[src/rtl/fp_addsub_pipe.sv]
// fp_addsub_pipe: 5-stage IEEE-754-style float adder/subtractor with RNE, specials, flags and valid/ready
module fp_addsub_pipe #(
    parameter int EXP_W = 5,
    parameter int MAN_W = 10
) (
    input  logic                 clk_in,
    input  logic                 rst,
    input  logic [EXP_W+MAN_W:0] a,
    input  logic [EXP_W+MAN_W:0] b,
    input  logic                 sub,
    input  logic                 data_valid_in,
    output logic                 data_ready_out,
    output logic [EXP_W+MAN_W:0] result,
    output logic [3:0]           flags,
    output logic                 data_valid_out,
    input  logic                 data_ready_in
);
    localparam int W = 1 + EXP_W + MAN_W;
    localparam int AW = MAN_W + 4;
    localparam int EW = 14;
    localparam logic [W-1:0] QNAN = {1'b0, {EXP_W{1'b1}}, 1'b1, {(MAN_W-1){1'b0}}};
    localparam logic signed [EW-1:0] EMAX = EW'((1 << EXP_W) - 1);

    typedef struct packed {
        logic           sp;
        logic [W-1:0]   r;
        logic [3:0]     f;
        logic           s;
    } side_t;

    logic stall;
    logic [4:1] v_q;
    side_t side1;
    side_t side_q [1:4];
    assign stall = data_valid_out && !data_ready_in;
    assign data_ready_out = !stall;

    logic sa, sb, a_nan, b_nan, a_inf, b_inf, a_zero, b_zero, a_big;
    logic [EXP_W-1:0] ea, eb;
    logic [MAN_W-1:0] fa, fb;
    assign {sa, ea, fa} = a;
    assign {eb, fb} = b[W-2:0];
    assign sb = b[W-1] ^ sub;
    assign a_nan = &ea && |fa;
    assign b_nan = &eb && |fb;
    assign a_inf = &ea && !(|fa);
    assign b_inf = &eb && !(|fb);
    assign a_zero = ~|ea;
    assign b_zero = ~|eb;
    assign a_big = {ea, fa} >= {eb, fb};

    // Specials resolved up front and carried alongside the datapath to the final mux
    always_comb begin
        side1 = '0;
        side1.sp = 1'b1;
        side1.s = a_big ? sa : sb;
        if (a_nan || b_nan) begin
            side1.r = QNAN;
            side1.f = {(a_nan && !fa[MAN_W-1]) || (b_nan && !fb[MAN_W-1]), 3'b000};
        end else if (a_inf && b_inf && sa != sb) begin
            side1.r = QNAN;
            side1.f = 4'b1000;
        end else if (a_inf) side1.r = {sa, ea, fa};
        else if (b_inf) side1.r = {sb, eb, fb};
        else if (a_zero && b_zero) side1.r = {sa && sb, {(W-1){1'b0}}};
        else if (a_zero) side1.r = {sb, eb, fb};
        else if (b_zero) side1.r = {sa, ea, fa};
        else side1.sp = 1'b0;
    end

    logic sub1, sub2, z4;
    logic [EXP_W-1:0] e1b, e1s, e2, e3, d;
    logic [MAN_W:0] m1b, m1s;
    logic [AW-1:0] ext, al, al2b, al2s, n4, n4n;
    logic [AW:0] sum3;
    logic signed [EW-1:0] e4, e4n, er;
    int lz;

    assign d = e1b - e1s;
    assign ext = {m1s, 3'b000};
    assign al = int'(d) >= AW - 1 ? AW'(1) : (ext >> d) | AW'(|(ext & ~({AW{1'b1}} << d)));

    always_comb begin
        lz = AW;
        for (int i = 0; i < AW; i++) if (sum3[i]) lz = AW - 1 - i;
        n4n = sum3[AW] ? {sum3[AW:2], sum3[1] | sum3[0]} : sum3[AW-1:0] << lz;
        e4n = sum3[AW] ? EW'(e3) + EW'(1) : EW'(e3) - EW'(lz);
    end

    logic up;
    logic [MAN_W+1:0] mr;
    logic [W-1:0] r5;
    logic [3:0] f5;
    assign up = n4[2] && (n4[1] || n4[0] || n4[3]);
    assign mr = {1'b0, n4[AW-1:3]} + (MAN_W+2)'(up);
    assign er = e4 + EW'(mr[MAN_W+1]);
    assign {r5, f5} = side_q[4].sp ? {side_q[4].r, side_q[4].f}
                    : z4 ? '0
                    : er >= EMAX ? {side_q[4].s, {EXP_W{1'b1}}, {MAN_W{1'b0}}, 4'b0101}
                    : er <= 0 ? {side_q[4].s, {(W-1){1'b0}}, 4'b0011}
                    : {side_q[4].s, er[EXP_W-1:0], (mr[MAN_W+1] ? mr[MAN_W:1] : mr[MAN_W-1:0]), 3'b000, |n4[2:0]};

    always_ff @(posedge clk_in) begin
        if (rst) begin
            v_q <= '0;
            data_valid_out <= 1'b0;
            result <= '0;
            flags <= '0;
        end else if (!stall) begin
            v_q <= {v_q[3:1], data_valid_in};
            data_valid_out <= v_q[4];
            if (v_q[4]) {result, flags} <= {r5, f5};
        end
    end

    always_ff @(posedge clk_in) begin
        if (!stall) begin
            side_q[1] <= side1;
            for (int i = 2; i <= 4; i++) side_q[i] <= side_q[i-1];
            sub1 <= sa ^ sb;
            {e1b, m1b, e1s, m1s} <= a_big ? {ea, 1'b1, fa, eb, 1'b1, fb} : {eb, 1'b1, fb, ea, 1'b1, fa};
            sub2 <= sub1;
            e2 <= e1b;
            al2b <= {m1b, 3'b000};
            al2s <= al;
            e3 <= e2;
            sum3 <= sub2 ? {1'b0, al2b} - {1'b0, al2s} : {1'b0, al2b} + {1'b0, al2s};
            e4 <= e4n;
            n4 <= n4n;
            z4 <= ~|sum3;
        end
    end
endmodule

[config.mk]
export PLATFORM = sky130hd
export DESIGN_NAME = fp_addsub_pipe
export DESIGN_NICKNAME = d
export VERILOG_FILES = /design/src/rtl/fp_addsub_pipe.sv
export SDC_FILE = /design/constraint.sdc
export NUM_CORES = 1
export LEC_CHECK = 0
export BUFFER_PORTS_ARGS = -buffer_cell sky130_fd_sc_hd__clkbuf_2
export CAP_MARGIN = 20
export CORE_AREA = 2 2 132 134
export CTS_CLUSTER_DIAMETER = 200
export CTS_CLUSTER_SIZE = 30
export DETAILED_ROUTE_END_ITERATION = 16
export DIE_AREA = 0 0 134 136
export PLACE_DENSITY = 0.85
export SYNTH_ARGS = -nofsm -noshare
export SYNTH_HDL_FRONTEND = slang
export SYNTH_SLANG_ARGS = --single-unit
[constraint.sdc]
create_clock -name clk_in -period 17.68 [get_ports clk_in]
set_input_delay 4.42 -clock clk_in [delete_from_list [all_inputs] [get_ports clk_in]]
set_output_delay 4.42 -clock clk_in [all_outputs]
set_load 0.01 [all_outputs]
==> results of run 1 <==
sequential cells by signal (all words and copies together), names as in the netlist:
signal / cells
side_q: 76
result: 16
sum3: 15
al2s: 14
n4: 14
al2b: 10
e4: 10
m1b: 10
m1s: 10
e1b: 5
e1s: 5
e2: 5
e3: 5
flags: 4
v_q: 4
data_valid_out: 1
sub1: 1
sub2: 1
z4: 1
Yosys cell counts (5+ instances only):
master    instances  area share, %
xnor2_1          25            2.0
nand4_1           8           0.45
a211oi_1         13           0.88
mux2i_1          21            1.9
a21oi_1          65            2.9
inv_1            60            2.0
a221o_1           6           0.54
a21o_1           13           0.88
clkbuf_1         30            1.0
xor2_1            8           0.63
ha_1             51            5.8
a31oi_1          10           0.57
buf_2             7           0.32
mux2_2           38            3.9
or3_1             5           0.28
nand2_1          61            2.1
a22oi_1          12           0.81
nor3_1           20           0.91
dfxtp_1          25            4.5
nand3_1          22            1.0
nand2b_1         11           0.62
nor4_1            9           0.51
o21ai_0          39            1.8
and3_1           14           0.79
edfxtp_1        182             49
o22ai_1           6           0.34
nor2b_1          12           0.68
nor2_1           96            3.3
power groups by stage:
| stage | Clock [mW] | Combinational [mW] | Sequential, mW |
|---|---|---|---|
| 2_1_floorplan | 0 | 0.452 | 0.687 |
| 3_3_place_gp | 0 | 0.507 | 0.739 |
| 3_5_place_dp | 0 | 0.521 | 0.743 |
| 4_1_cts | 0.258 | 0.525 | 0.733 |
| 5_1_grt | 0.272 | 0.591 | 0.746 |
| 6_report | 0.253 | 0.536 | 0.735 |
path summary, 6_finish.rpt:
check / end / cells past startpoint
max reg2reg: e4[4] / 12
max: data_ready_out / 4
min reg2reg: side_q[0][109] / 0
min: side_q[0][109] / 0
kinds of logic after synthesis:
kind of cell	after synthesis	share of synthesized area [%]
multiplexers	59	5.77
adder cells (fa/ha/maj)	54	6.31
AND/OR/NAND/NOR	282	12.6
XOR/XNOR	33	2.61
flip-flops	207	53.9
buffers and inverters	103	3.74
AO/OA/AOI/OAI	236	15.0
area by class of cell:
| class | instances | area share, % |
|---|---|---|
| Tap cell | 225 | 2.39 |
| Sequential cell | 207 | 50.6 |
| Timing Repair Buffer | 64 | 2.84 |
| Inverter | 62 | 2.01 |
| Multi-Input combinational cell | 664 | 39.7 |
| Clock buffer | 15 | 2.46 |
| Clock inverter | 1 | 0.0424 |
metal layers:
| metal | track usage (%) | vias up | wire (um) |
|---|---|---|---|
| met2 | 42.4 | 322 | 11100 |
| li1 | - | 3720 | - |
| met1 | 31.8 | 3681 | 9140 |
| met5 | 0 | - | 0 |
| met3 | 2.98 | 44 | 1320 |
| met4 | 6.74 | 0 | 461 |
critical path, stage by stage:
cell      delay [ps]
clkbuf_2          80
nor2b_1          440
inv_6            420
clkbuf_2         270
cell usage in the layout, fill, tap and decap left out, drive strengths merged, types with 14 or more instances in the layout:
master and instances:
edfxtp 182, nor2 98, clkbuf 73, a21oi 65, nand2 61, inv 61, ha 51, o21ai 45
mux2 38, xnor2 25, dfxtp 25, nand3 22, mux2i 21, nor3 21, and3 14
==> flow_summary.json, run 1 <==
{
  "firstDrtPassIters": 6,
  "start_util_pct": 65.5,
  "p_per_area_mw_per_mm2": 129,
  "p_seq_share_pct": 48.3,
  "nFillCells": 1164,
  "track_usage_pct": 24.1,
  "synthArstFlopShare_pct": 0,
  "synth.cell_area_mm2": 0.0111,
  "power_mw": 1.52,
  "setup_violations": 0,
  "grt_max_degree": 113,
  "drive_gt1_share_pct": 13.8,
  "dpl-instance-area_mm2": 0.0115,
  "setup_tns_ps": 0,
  "p_sw_mw": 0.541,
  "clock-sinks": 207,
  "slew_headroom_pct": 26.1,
  "dieArea_mm2": 0.0182,
  "netlist_instances": 974,
  "combPwrFrac_pct": 35.2,
  "p_int_mw": 0.984,
  "htreeDepth": 1,
  "leakage_nw": 4.75,
  "root_buffer": "clkbuf_16",
  "grt_pass1_wl_mm": 35.4,
  "clock.fmax_mhz": 98.7,
  "via_per_inst": 6.27,
  "cts_post_setup_buffers_inserted": 0,
  "numPlacedInstances": 1220,
  "cts_tree": "yes",
  "multi_input_comb_area_mm2": 0.00468,
  "row_count": 48,
  "fin_cells": 1238,
  "peakVddDrop_mv": 0.0649,
  "required_ps": 13260,
  "ff_latch_area_mm2": 0.00597,
  "rrSetupSlack_ps": 14120,
  "gp_congestion": 0.910,
  "wire_per_inst_um": 17.8,
  "cp_max_fo": 112,
  "hp-start": "side_q[0][87]",
  "cts.hold.buffers_added": 0,
  "crit_type": "in -> out",
  "overflow": 0,
  "cts.clk_slew.worst_paths_ps": 110,
  "synth_edf_count": 182,
  "insertion_delay_ps": 460,
  "nets": 1100,
  "ant_nets": 0,
  "antenna_found_initial": 0,
  "die_y_um": 136,
  "first_global_vias": 7134,
  "post-dp-hpwl_mm": 15.4,
  "worst_clock_skew_ps": 13.6,
  "drtIter0Drc": 804,
  "areaGrowthSynthToFinish_pct": 6.69,
  "die_w_um": 134,
  "final-hold-violation-count": 0,
  "cp-startpoint": "data_ready_in",
  "ys_seq_area_share_pct": 53.9,
  "yosys_warnings": 0,
  "avgSynthCellArea_um2": 11.4,
  "synth.distinct_cells": 82,
  "setup_slack_ps": 7550,
  "timing.rr.start": "sum3[4]",
  "netSwitchingFraction_pct": 35.5,
  "rsz0062_at_grt": "no",
  "ioPinCount": 59,
  "clkPwrFrac_pct": 16.6,
  "hold_ws_ps": 416,
  "numCtsBuffers": 10,
  "tightest_slew_ps": 1110,
  "core-area_mm2": 0.0169,
  "antenna_cells": 0,
  "yosys_most_used_dff": "edfxtp_1",
  "drc_errors": 0,
  "status": "complete, no violations",
  "drv_slew": 0,
  "worst_setup_path_end_kind": "output pin",
  "dp_slack_ps": 7560,
  "maxCapViolCount": 0,
  "finalInstanceArea_mm2": 0.0118,
  "hp-class": "reg -> reg",
  "placement.io_buffers": 58,
  "post-route-period-util_pct": 57.3,
  "vias": 7767,
  "ys_ff_latch": 207,
  "fin_crit_ps": 10130,
  "startpoint_type": "primary input",
  "clock_path_buffers": 3,
  "cts_resized": 0,
  "synthesis.nets": 1065,
  "critPathArrivalTime_ps": 5710,
  "utilization_pct": 69.9,
  "routed_wl_mm": 22.0
}
Note: power is estimated with default switching activity, not from simulation.
==> run 2, diff against run 1 <==
CORE_AREA = 2 2 144 146   (was 2 2 132 134)
DIE_AREA = 0 0 146 148   (was 0 0 134 136)
PLACE_DENSITY = 0.76   (was 0.85)
clock period = 8.66 ns   (was 17.68 ns; I/O delays follow)
==> run 2 against run 1 <==
  * Core utilization fell by 11 points
  * Die area rose by 19%
  * Largest cell class unchanged
  * Non-clock buffer count rose by 1
  * Highest routed layer unchanged
  * Worst setup slack got worse by 4300 ps
  * Via count fell by 2.2%
  * Power rose by 100%
  * Sequential share of layout area fell by 0.24 points
  * Critical path depth did not move
  * Critical path type unchanged
==> flow_summary.json, run 2 (synthesis results as in run 1) <==
{
  "status": "complete, no violations",
  "gp_congestion": 0.931,
  "htreeDepth": 1,
  "drive_gt1_share_pct": 13.9,
  "dieArea_mm2": 0.0216,
  "post-dp-hpwl_mm": 15.5,
  "nFillCells": 1702,
  "rsz0062_at_grt": "no",
  "cp_max_fo": 53,
  "setup_violations": 0,
  "reg.largest.list": "side_q: 76 flops, result: 16 flops, sum3: 15 flops",
  "final-hold-violation-count": 0,
  "startpoint_type": "primary input",
  "netSwitchingFraction_pct": 35.1,
  "core-area_mm2": 0.0200,
  "timing.rr.start": "n4[5]",
  "crit_chain": "clkbuf_2, nor2b_1, inv_6, clkbuf_2",
  "ant_nets": 0,
  "ioPinCount": 59,
  "p_seq_share_pct": 48.4,
  "nets": 1101,
  "drv_slew": 0,
  "root_buffer": "clkbuf_16",
  "vias": 7593,
  "die_w_um": 146,
  "antenna_found_initial": 0,
  "hp-start": "side_q[0][38]",
  "post-route-period-util_pct": 62.7,
  "maxUsedRoutingLayer": "met4",
  "layout_commonest_cell": "edfxtp_1",
  "setup_slack_ps": 3230,
  "cts_tree": "yes",
  "crit_top_cell": "clkbuf_2",
  "tightest_slew_ps": 1140,
  "grt_max_degree": 85,
  "areaGrowthSynthToFinish_pct": 7.19,
  "drtIter0Drc": 683,
  "setup_tns_ps": 0,
  "dr_wl_met3_mm": 1.04,
  "layout_common_cells": "182 x edfxtp_1, 96 x nor2_1, 65 x a21oi_1, 61 x nand2_1, 59 x inv_1",
  "fin_crit_ps": 5430,
  "cts_post_setup_buffers_inserted": 0,
  "wl_met1_mm": 9.46,
  "path_buf_inv": 3,
  "clock-sinks": 207,
  "die_y_um": 148,
  "first_global_vias": 7134,
  "combPwrFrac_pct": 35.1,
  "clkPwrFrac_pct": 16.5,
  "wire_per_inst_um": 16.6,
  "track_usage_pct": 19.7,
  "placement.io_buffers": 58,
  "p_sw_mw": 1.09,
  "via_per_inst": 5.92,
  "start_util_pct": 55.2,
  "p_per_area_mw_per_mm2": 261,
  "crit_family": "buffers and inverters",
  "dp_slack_ps": 3230,
  "crit_slowest_cell": "nor2b_1",
  "hp-class": "reg -> reg",
  "row_count": 52,
  "required_ps": 6500,
  "grt_pass1_wl_mm": 35.0,
  "leakage_nw": 4.75,
  "reg2regPathDepth": 10,
  "insertion_delay_ps": 460,
  "antenna_cells": 0,
  "ff_latch_area_mm2": 0.00597,
  "p_int_mw": 2.00,
  "crit_type": "in -> out",
  "firstDrtPassIters": 5,
  "critPathArrivalTime_ps": 3270,
  "overflow": 0,
  "min_path_cells": 0,
  "clock_path_buffers": 3,
  "cts.hold.buffers_added": 0,
  "worst_setup_path_end_kind": "output pin",
  "cts.clk_slew.worst_paths_ps": 100,
  "rrSetupSlack_ps": 5190,
  "routed_wl_mm": 21.3,
  "rr_endpoint": "result[9]",
  "numCtsBuffers": 10,
  "maxCapViolCount": 0,
  "worst_clock_skew_ps": 11.7,
  "largest_register": "side_q",
  "multi_input_comb_area_mm2": 0.00468,
  "drc_errors": 0,
  "max_stage_delay_ps": 460,
  "cts_resized": 0,
  "peakVddDrop_mv": 0.130,
  "met2_length_mm": 10.3,
  "clock.fmax_mhz": 184,
  "slew_headroom_pct": 24.0,
  "largest_reg_flops": 76,
  "whs_endpoint": "side_q[0][60]"
}
## run 2: cell count changes in the layout (fill, tap and decap cells not counted), sizes merged
cell,change
clkbuf,-2
buf,+1
## run 2: routing by layer
layer | up-vias | global-route usage (%)
li1 | 3710 | -
met1 | 3585 | 26.4
met2 | 254 | 34.1
met3 | 44 | 2.31
met4 | 0 | 5.83
met5 | - | 0
## run 2: final cells by class
type	count	share of cell area, %
sequential	207	50.3
multi-input combinational	664	39.5
timing repair buffer	65	2.89
tap	270	2.85
clock buffer	13	2.38
inverter	62	2.01
clock inverter	1	0.0422
## run 2: how the worst max path moves through the flow
stage | from | end | depth (start not counted)
global route | data_ready_in | data_ready_out | 4
CTS | data_ready_in | data_ready_out | 4
finish | data_ready_in | data_ready_out | 4
global placement | data_ready_in | data_ready_out | 4
floorplan | data_ready_in | data_ready_out | 2
detailed placement | data_ready_in | data_ready_out | 4
## run 2: power by group through the flow
stage	Combinational, mW	Sequential (mW)	Clock (mW)
global route	1.21	1.52	0.555
detailed placement	1.06	1.52	0
floorplan	0.924	1.40	0
global placement	1.04	1.51	0
finish	1.08	1.50	0.511
CTS	1.07	1.49	0.522
## run 2: stage by stage
| stage | util, % | hold slack (ps) | cell area, um2 | total power [mW] | std cells |
|---|---|---|---|---|---|
| finish | 59.2 | 427 | 11900 | 3.09 | 1282 |
| detailed placement | 57.7 | 405 | 11600 | 2.58 | 1266 |
| floorplan | - | 400 | 11100 | 2.33 | 974 |
| CTS | 59.1 | 429 | 11800 | 3.08 | 1280 |
| global route | 59.2 | 431 | 11900 | 3.28 | 1282 |
| global placement | 57.7 | 400 | 11600 | 2.55 | 1266 |
